$ cat src/rtl/i2c_cfg_seq.sv
// Table-driven I2C register configuration sequencer: walks a ROM of {register, data}
// entries and issues each one to an I2C driver, with optional read-back verify and retries.
module i2c_cfg_seq #(
  parameter int         NUM_ENTRIES = 16,
  parameter logic [7:0] DEV_ADDR    = 8'h78,
  parameter int         MAX_RETRY   = 3,
  parameter int         PWR_WAIT    = 1000,
  parameter bit         VERIFY      = 1'b1
) (
  input  logic        clk_i,
  input  logic        rst,
  input  logic        cfg_start,
  output logic [7:0]  rom_addr,
  input  logic [23:0] rom_data,
  output logic        start_en,
  output logic        wr_rd_flag,
  output logic [7:0]  i2c_device_addr,
  output logic [15:0] register,
  output logic [7:0]  data_byte,
  input  logic        busy,
  input  logic        err,
  input  logic [7:0]  rd_data,
  output logic        cfg_busy,
  output logic        cfg_done,
  output logic        cfg_fail,
  output logic [7:0]  fail_index,
  output logic [3:0]  fsm_state
);

  // Handshake with the driver: start_en is a one-cycle request, only raised while busy is low.
  // The driver answers by raising busy; the result (err, rd_data) is valid once busy falls.
  // If busy never rises within 8 cycles of the request, the attempt is treated as failed.

  typedef enum logic [3:0] {
    S_IDLE, S_PWR, S_FETCH, S_LATCH, S_ISSUE,
    S_WAIT_HI, S_WAIT_LO, S_CHECK, S_DONE, S_FAIL
  } state_t;

  localparam logic [7:0]  LAST_IDX = 8'(NUM_ENTRIES - 1);
  localparam logic [7:0]  MAX_R    = 8'(MAX_RETRY);
  localparam logic [31:0] PWR_LAST = (PWR_WAIT > 0) ? 32'(PWR_WAIT - 1) : 32'd0;

  state_t      state, state_n;
  logic [7:0]  entry_idx, entry_idx_n;
  logic [7:0]  retry, retry_n;
  logic [31:0] pwr_cnt, pwr_cnt_n;
  logic [2:0]  to_cnt, to_cnt_n;
  logic [15:0] register_n;
  logic [7:0]  data_byte_n;
  logic        wr_rd_n;
  logic        done_n, fail_n;
  logic [7:0]  fail_index_n;
  logic        att_pass, att_fail;

  always_ff @(posedge clk_i or posedge rst) begin
    if (rst) begin
      state      <= S_IDLE;
      entry_idx  <= '0;
      retry      <= '0;
      pwr_cnt    <= '0;
      to_cnt     <= '0;
      register   <= '0;
      data_byte  <= '0;
      wr_rd_flag <= 1'b0;
      cfg_done   <= 1'b0;
      cfg_fail   <= 1'b0;
      fail_index <= '0;
    end else begin
      state      <= state_n;
      entry_idx  <= entry_idx_n;
      retry      <= retry_n;
      pwr_cnt    <= pwr_cnt_n;
      to_cnt     <= to_cnt_n;
      register   <= register_n;
      data_byte  <= data_byte_n;
      wr_rd_flag <= wr_rd_n;
      cfg_done   <= done_n;
      cfg_fail   <= fail_n;
      fail_index <= fail_index_n;
    end
  end

  always_comb begin
    state_n      = state;
    entry_idx_n  = entry_idx;
    retry_n      = retry;
    pwr_cnt_n    = pwr_cnt;
    to_cnt_n     = to_cnt;
    register_n   = register;
    data_byte_n  = data_byte;
    wr_rd_n      = wr_rd_flag;
    done_n       = cfg_done;
    fail_n       = cfg_fail;
    fail_index_n = fail_index;
    start_en     = 1'b0;
    att_pass     = 1'b0;
    att_fail     = 1'b0;

    case (state)
      S_IDLE: begin
        if (cfg_start) begin
          state_n      = S_PWR;
          done_n       = 1'b0;
          fail_n       = 1'b0;
          fail_index_n = '0;
          entry_idx_n  = '0;
          retry_n      = '0;
          pwr_cnt_n    = '0;
        end
      end
      S_PWR: begin
        if (pwr_cnt >= PWR_LAST) state_n = S_FETCH;
        else                     pwr_cnt_n = pwr_cnt + 32'd1;
      end
      S_FETCH: state_n = S_LATCH;
      S_LATCH: begin
        register_n  = rom_data[23:8];
        data_byte_n = rom_data[7:0];
        wr_rd_n     = 1'b0;
        state_n     = S_ISSUE;
      end
      S_ISSUE: begin
        if (!busy) begin
          start_en = 1'b1;
          to_cnt_n = '0;
          state_n  = S_WAIT_HI;
        end
      end
      S_WAIT_HI: begin
        if (busy)                 state_n  = S_WAIT_LO;
        else if (to_cnt == 3'd7)  att_fail = 1'b1;
        else                      to_cnt_n = to_cnt + 3'd1;
      end
      S_WAIT_LO: begin
        if (!busy) state_n = S_CHECK;
      end
      S_CHECK: begin
        if (err || (wr_rd_flag && (rd_data != data_byte))) att_fail = 1'b1;
        else                                               att_pass = 1'b1;
      end
      S_DONE: begin
        done_n  = 1'b1;
        state_n = S_IDLE;
      end
      S_FAIL: begin
        fail_n  = 1'b1;
        state_n = S_IDLE;
      end
      default: state_n = S_IDLE;
    endcase

    // Attempt resolution is shared by the busy timeout and the post-transfer check.
    if (att_fail) begin
      if (retry < MAX_R) begin
        retry_n = retry + 8'd1;
        wr_rd_n = 1'b0;
        state_n = S_ISSUE;
      end else begin
        fail_index_n = entry_idx;
        state_n      = S_FAIL;
      end
    end else if (att_pass) begin
      if (VERIFY && !wr_rd_flag) begin
        wr_rd_n = 1'b1;
        state_n = S_ISSUE;
      end else begin
        retry_n = '0;
        wr_rd_n = 1'b0;
        if (entry_idx == LAST_IDX) begin
          state_n = S_DONE;
        end else begin
          entry_idx_n = entry_idx + 8'd1;
          state_n     = S_FETCH;
        end
      end
    end
  end

  assign rom_addr        = entry_idx;
  assign i2c_device_addr = {DEV_ADDR[7:1], 1'b0};
  assign cfg_busy        = (state != S_IDLE);
  assign fsm_state       = state;

endmodule

$ cat config.mk
export PLATFORM = sky130hd
export DESIGN_NAME = i2c_cfg_seq
export DESIGN_NICKNAME = d
export VERILOG_FILES = /design/src/rtl/i2c_cfg_seq.sv
export SDC_FILE = /design/constraint.sdc
export NUM_CORES = 1
export LEC_CHECK = 0
export ABC_AREA = 1
export ABC_CLOCK_PERIOD_IN_PS = 5800
export CAP_MARGIN = 5
export CORE_AREA = 2 2 98 100
export CTS_CLUSTER_SIZE = 16
export DETAILED_ROUTE_END_ITERATION = 8
export DIE_AREA = 0 0 100 102
export PLACE_DENSITY = 0.77
export SKIP_CTS_REPAIR_TIMING = 1
export SLEW_MARGIN = 20
export SYNTH_ARGS = -nofsm -noshare
export SYNTH_HDL_FRONTEND = slang
export SYNTH_SLANG_ARGS = --single-unit
export TNS_END_PERCENT = 20
$ cat constraint.sdc
create_clock -name clk_i -period 5.8 [get_ports clk_i]
set_clock_uncertainty 0.1 [all_clocks]
set_input_delay 1.16 -clock clk_i [delete_from_list [all_inputs] [get_ports clk_i]]
set_output_delay 1.16 -clock clk_i [all_outputs]
set_load 0.02 [all_outputs]
## Word level (Yosys, flattened, before mapping)

Index checks and enable logic that the tools add are counted.

| operators by class | value |
|---|---|
| add/subtract/negate cells | 4 |
| $mul | 0 |
| div/mod/pow operators | 0 |
| magnitude comparators | 2 |
| eq/ne operators | 23 |
| shift operators | 0 |
| multiplexer cells | 50 |
| bitwise gates (word level) | 0 |
| reduce and logical (&&, ||, !) cells | 13 |

Operator list:

| kind | number |
|---|---|
| $mux 8 | 16 |
| $mux 32 | 2 |
| $pmux 32 s2 | 1 |
| $mux 4 | 10 |
| $add 32x1->32 const B | 1 |
| $ge 32x10->1 const B | 1 |
| $pmux 4 s8 | 1 |
| $ne 4x4->1 const B | 5 |
| $add 8x1->8 const B | 2 |
| $eq 4x3->1 const B | 4 |
| $mux 1 | 13 |
| $ne 2x2->1 const B | 5 |
| $mux 3 | 3 |
| $eq 4x2->1 const B | 2 |
| $eq 4x4->1 const B | 2 |
| $eq 8x4->1 const B | 1 |
| $lt 8x2->1 const B | 1 |
| $ne 8x8->1 | 1 |
| $reduce_bool 2->1 | 4 |
| $pmux 1 s2 | 3 |
| $pmux 3 s2 | 1 |
| $reduce_and 6->1 | 1 |
| $eq 4x1->1 const B | 1 |
| $logic_not 4->1 | 1 |
| other kinds (9) | 10 |

| word-level totals | value |
|---|---|
| flip-flop bits (word level) | 90 |
| bits in latches | 0 |
| bits in writable memories | 0 |
| memory bits (read-only) | 0 |
| input bits | 37 |
| output and inout port bits | 57 |
| logic and storage cells | 103 |
| memories | 0 |

## Longest topological paths before layout

| depth | value |
|---|---|
| word-level depth | 7 |
| depth in mapped cells | 14 |
| gate-level depth less buffers | 14 |

## Worst setup path after synthesis

Ideal clock, no wire load.

| timing path | value |
|---|---|
| path type | input -> output |
| start point | input port busy |
| end point | output port start_en |
| arrival time | 1.834 ns |
| required time | 4.540 ns |
| path slack | 2.706 ns |
| stages | 1 |
| path buffers | 0 |
| cells stage by stage | nor4_1 |

| on the way | value |
|---|---|
| cells in the longest elaborated chain, start to end | 2 |

Ends and longest elaborated chain:

| what | line | RTL |
|---|---|---|
| from (decl) | 20 | `input logic busy,` |
| $mux 1 | 123 | `if (!busy) begin` |
| $mux 1 | 99 | `case (state)` |
| to (decl) | 15 | `output logic start_en,` |

Every way passes these cells.

## Worst setup path after layout

Ends and elaborated chain as after synthesis.

==> impl_metrics.prom <==
# TYPE chip_impl_metric gauge
chip_impl_info{name="status",value="finished, final reports clean"} 1
chip_impl_metric{name="die_h",unit="microns"} 102
chip_impl_metric{name="syn_to_final_growth",unit="%"} 26.7
chip_impl_metric{name="synth_area_per_cell",unit="sq um"} 8.68
chip_impl_info{name="worst_setup_path_end_kind",value="output pin"} 1
chip_impl_metric{name="antenna_violating_nets_post_route",unit=""} 0
chip_impl_metric{name="syn-instance-count",unit=""} 493
chip_impl_metric{name="mappedNetlistArea",unit="sq um"} 4280
chip_impl_metric{name="setup_violations",unit=""} 0
chip_impl_metric{name="synth.mux.area_fraction",unit=""} 0.0500
chip_impl_metric{name="post_drt_wl_per_cell",unit="microns"} 13.9
chip_impl_metric{name="rows",unit=""} 35
chip_impl_metric{name="cts-root-to-sink-buffers",unit=""} 2
chip_impl_metric{name="slew_violations",unit=""} 0
chip_impl_metric{name="core_region_area",unit="sq um"} 9110
chip_impl_metric{name="slew-limit-headroom",unit=""} 0.380
chip_impl_metric{name="sequentialPowerShare",unit=""} 0.372
chip_impl_info{name="post-synth-top-area-cell",value="sky130_fd_sc_hd__dfrtp_1"} 1
chip_impl_metric{name="worst_skew_pair.late_latency",unit="ns"} 0.36
chip_impl_metric{name="synth_compound_gate_area_share",unit=""} 0.0749
chip_impl_metric{name="cts_sinks",unit=""} 90
chip_impl_metric{name="synth_adder_area_share",unit=""} 0.0146
chip_impl_metric{name="number_of_antenna_violations_at_the_first_check_in_global_routing",unit=""} 0
chip_impl_info{name="yosys-top-cells-area",value="sky130_fd_sc_hd__dfrtp_1 (53%), sky130_fd_sc_hd__nand2_1 (8.7%), sky130_fd_sc_hd__nor2_1 (5.5%)"} 1
chip_impl_metric{name="cts_htree_levels",unit=""} 3
chip_impl_info{name="clock_tree.root_cell",value="sky130_fd_sc_hd__clkbuf_8"} 1
chip_impl_metric{name="synth_largest_type_area_fraction",unit=""} 0.526
chip_impl_metric{name="synth-xor-area-share",unit=""} 0.0287
chip_impl_info{name="grt_setup_unrepaired",value="false"} 1
chip_impl_metric{name="yosys_register_bits",unit=""} 90
chip_impl_metric{name="fp.dieArea",unit="sq um"} 10200
chip_impl_info{name="layout_common_cells",value="sky130_fd_sc_hd__nand2_1 (99), sky130_fd_sc_hd__dfrtp_1 (90), sky130_fd_sc_hd__clkdlybuf4s50_1 (85)"} 1
chip_impl_metric{name="effective_utilization_at_floorplan",unit=""} 0.470
chip_impl_metric{name="grt_pass1_wl",unit="mm"} 16.2
chip_impl_metric{name="vias_per_cell",unit=""} 5.06
chip_impl_info{name="most_common_library_cell_in_the_layout_ignoring_fill_and_taps",value="sky130_fd_sc_hd__nand2_1"} 1
chip_impl_metric{name="io_pins",unit=""} 94
chip_impl_metric{name="grt_pass1_vias",unit=""} 3403
chip_impl_info{name="timing_worst_setup_path_type",value="in -> out"} 1
chip_impl_metric{name="layout.nets",unit=""} 618
chip_impl_metric{name="critPathMaxFanout",unit=""} 5
chip_impl_metric{name="ys_seq_area_frac",unit=""} 0.526
chip_impl_metric{name="die_w",unit="microns"} 100
chip_impl_metric{name="finalCriticalPeriod",unit="ns"} 3.84
chip_impl_info{name="crit_path_start",value="busy"} 1
chip_impl_info{name="regToRegEndpoint",value="pwr_cnt[0]"} 1
chip_impl_metric{name="place.detailed.instances",unit=""} 676
chip_impl_info{name="start_kind",value="input port"} 1
chip_impl_metric{name="timing.critical_path.required",unit="ns"} 4.54
chip_impl_metric{name="p_per_area",unit="nW/um^2"} 478
chip_impl_metric{name="number_of_warning_messages_in_the_yosys_log",unit=""} 0
chip_impl_metric{name="worst_setup_hold_path_clk_slew",unit="ns"} 0.09
chip_impl_metric{name="p_clk_frac",unit=""} 0.190
chip_impl_metric{name="netsw",unit="mW"} 1.04
chip_impl_metric{name="drt_drc",unit=""} 0
chip_impl_metric{name="numPortBuffers",unit=""} 85
chip_impl_metric{name="achievable-frequency",unit="MHz"} 260
chip_impl_info{name="tritoncts",value="built"} 1
chip_impl_metric{name="final-instance-count-excl-fill",unit=""} 692
chip_impl_metric{name="routabilityCongestion",unit=""} 0.823
chip_impl_metric{name="wl",unit="mm"} 9.59
chip_impl_metric{name="r2r_slack",unit="ns"} 3.28
chip_impl_metric{name="global_route.usage.total",unit=""} 0.198
chip_impl_metric{name="drtPass1Iterations",unit=""} 4
chip_impl_metric{name="min_period_over_period",unit=""} 0.663
chip_impl_metric{name="fin_tns_setup",unit="ns"} 0
chip_impl_metric{name="area_fraction_in_and_or_nand_and_nor_cells_after_synthesis",unit=""} 0.218
chip_impl_info{name="hp-start",value="pwr_cnt[25]"} 1
chip_impl_metric{name="worst_ir_drop_vdd",unit="mV"} 0.224
chip_impl_metric{name="arrival",unit="ns"} 2.58
chip_impl_metric{name="comb_power_share",unit=""} 0.438
chip_impl_metric{name="detailedRoute.firstIterationViolations",unit=""} 128
chip_impl_metric{name="p_int",unit="mW"} 1.55
chip_impl_metric{name="total_leakage_power",unit="nW"} 2.56
chip_impl_metric{name="cts-buffers-inserted",unit=""} 9
chip_impl_metric{name="ys_types",unit=""} 36
chip_impl_metric{name="hold_violations",unit=""} 0
chip_impl_info{name="worstReg2RegStart",value="fsm_state[3]"} 1
chip_impl_metric{name="swShare",unit=""} 0.402
chip_impl_metric{name="vias",unit=""} 3502
chip_impl_info{name="holdCritPathClass",value="reg -> reg"} 1
chip_impl_metric{name="drive_above_1_share",unit=""} 0.0654
chip_impl_metric{name="grt_start_max_net_pins",unit=""} 56
chip_impl_metric{name="r2r_cells",unit=""} 7
chip_impl_info{name="synth_top_family_by_area",value="simple AND/OR/NAND/NOR gates"} 1
chip_impl_metric{name="detailed_place_hpwl",unit="mm"} 6.71
chip_impl_metric{name="drv.max_cap_violation_count",unit=""} 0
chip_impl_metric{name="antenna_cells_inserted",unit=""} 0
chip_impl_metric{name="grt.overflow.total",unit=""} 0
chip_impl_metric{name="worst_slew_pin_slew",unit="ns"} 0.929
chip_impl_info{name="crit_end",value="start_en"} 1
-- worst max-delay path, stage by stage --
cell                              delay [ns]
sky130_fd_sc_hd__clkdlybuf4s50_1        0.49
sky130_fd_sc_hd__nor4_1                 0.28
sky130_fd_sc_hd__clkdlybuf4s50_1        0.65
-- through the flow --
step	cell area (sq um)	setup WS, ns	util	total power, mW	hold slack [ns]
final	5420	1.96	0.595	2.59	0.395
after global routing	5420	1.88	0.595	2.77	0.413
after CTS	5420	1.96	0.595	2.61	0.398
after detailed placement	5180	1.97	0.569	2.11	0.381
after global placement	5180	1.99	0.569	2.07	0.372
after floorplan	4300	2.20	-	1.67	0.360
-- sequential cells by signal (all words and copies together) (netlist names) --
signal / cells
cfg_done: 1
wr_rd_flag: 1
register: 16
fsm_state: 4
rom_addr: 8
fail_index: 8
pwr_cnt: 32
cfg_fail: 1
to_cnt: 3
retry: 8
data_byte: 8
-- per-layer routing --
layer  up-vias  global-route usage  share of wire
li1       1714                   -              -
met5         -                   0              0
met2        98               0.326           0.50
met4         0              0.0717          0.016
met3        14              0.0349          0.049
met1      1676               0.267           0.44
-- logic make-up (layout without fill, tap and decap cells) --
group	Yosys count	count (layout)
multiplexers	19	19
AO/OA/AOI/OAI	57	57
adder cells (fa/ha/maj)	5	5
AND/OR/NAND/NOR	220	220
XOR/XNOR	14	14
flip-flops	90	90
buffers and inverters	86	168
other	2	8
-- power groups by stage --
| stage | Sequential (mW) | Clock, mW | Combinational [mW] |
|---|---|---|---|
| CTS | 0.963 | 0.504 | 1.14 |
| floorplan | 1.10 | 0 | 0.572 |
| global route | 0.993 | 0.535 | 1.24 |
| detailed placement | 0.974 | 0 | 1.14 |
| finish | 0.964 | 0.494 | 1.14 |
| global placement | 0.964 | 0 | 1.10 |
-- Yosys cell counts, drive strengths merged --
| master | n |
|---|---|
| nand2 | 101 |
| dfrtp | 90 |
| inv | 65 |
| nor2 | 65 |
| nand3 | 35 |
| o21ai | 33 |
| mux2 | 19 |
| a21oi | 15 |
| buf | 15 |
| nand4 | 9 |
| xor2 | 8 |
| nor3 | 7 |
| clkbuf | 6 |
| xnor2 | 6 |
| ha | 5 |
| a32o | 2 |
| conb | 2 |
| nor4 | 2 |
| o21a | 2 |
| a2111oi | 1 |
| a211o | 1 |
| o211ai | 1 |
| o22ai | 1 |
| o31ai | 1 |
| or2 | 1 |
-- final cells by class --
cell class	instances	area, sq um
well taps	111	139
clock inverters	5	85.1
flip-flops and latches	90	2250
repair buffers	87	866
fillers	807	3690
inverters	65	245
multi-input cells	323	1680
clock buffers	11	151
-- worst min path at each step --
stage / to / slack (ns) / cells past startpoint
2_1_floorplan: pwr_cnt[29] / 0.36 / 2
3_3_place_gp: pwr_cnt[15] / 0.37 / 2
3_5_place_dp: pwr_cnt[25] / 0.38 / 2
4_1_cts: pwr_cnt[20] / 0.40 / 2
5_1_grt: register[1] / 0.41 / 1
6_report: pwr_cnt[25] / 0.39 / 2
Note: power is estimated with default switching activity, not from simulation.
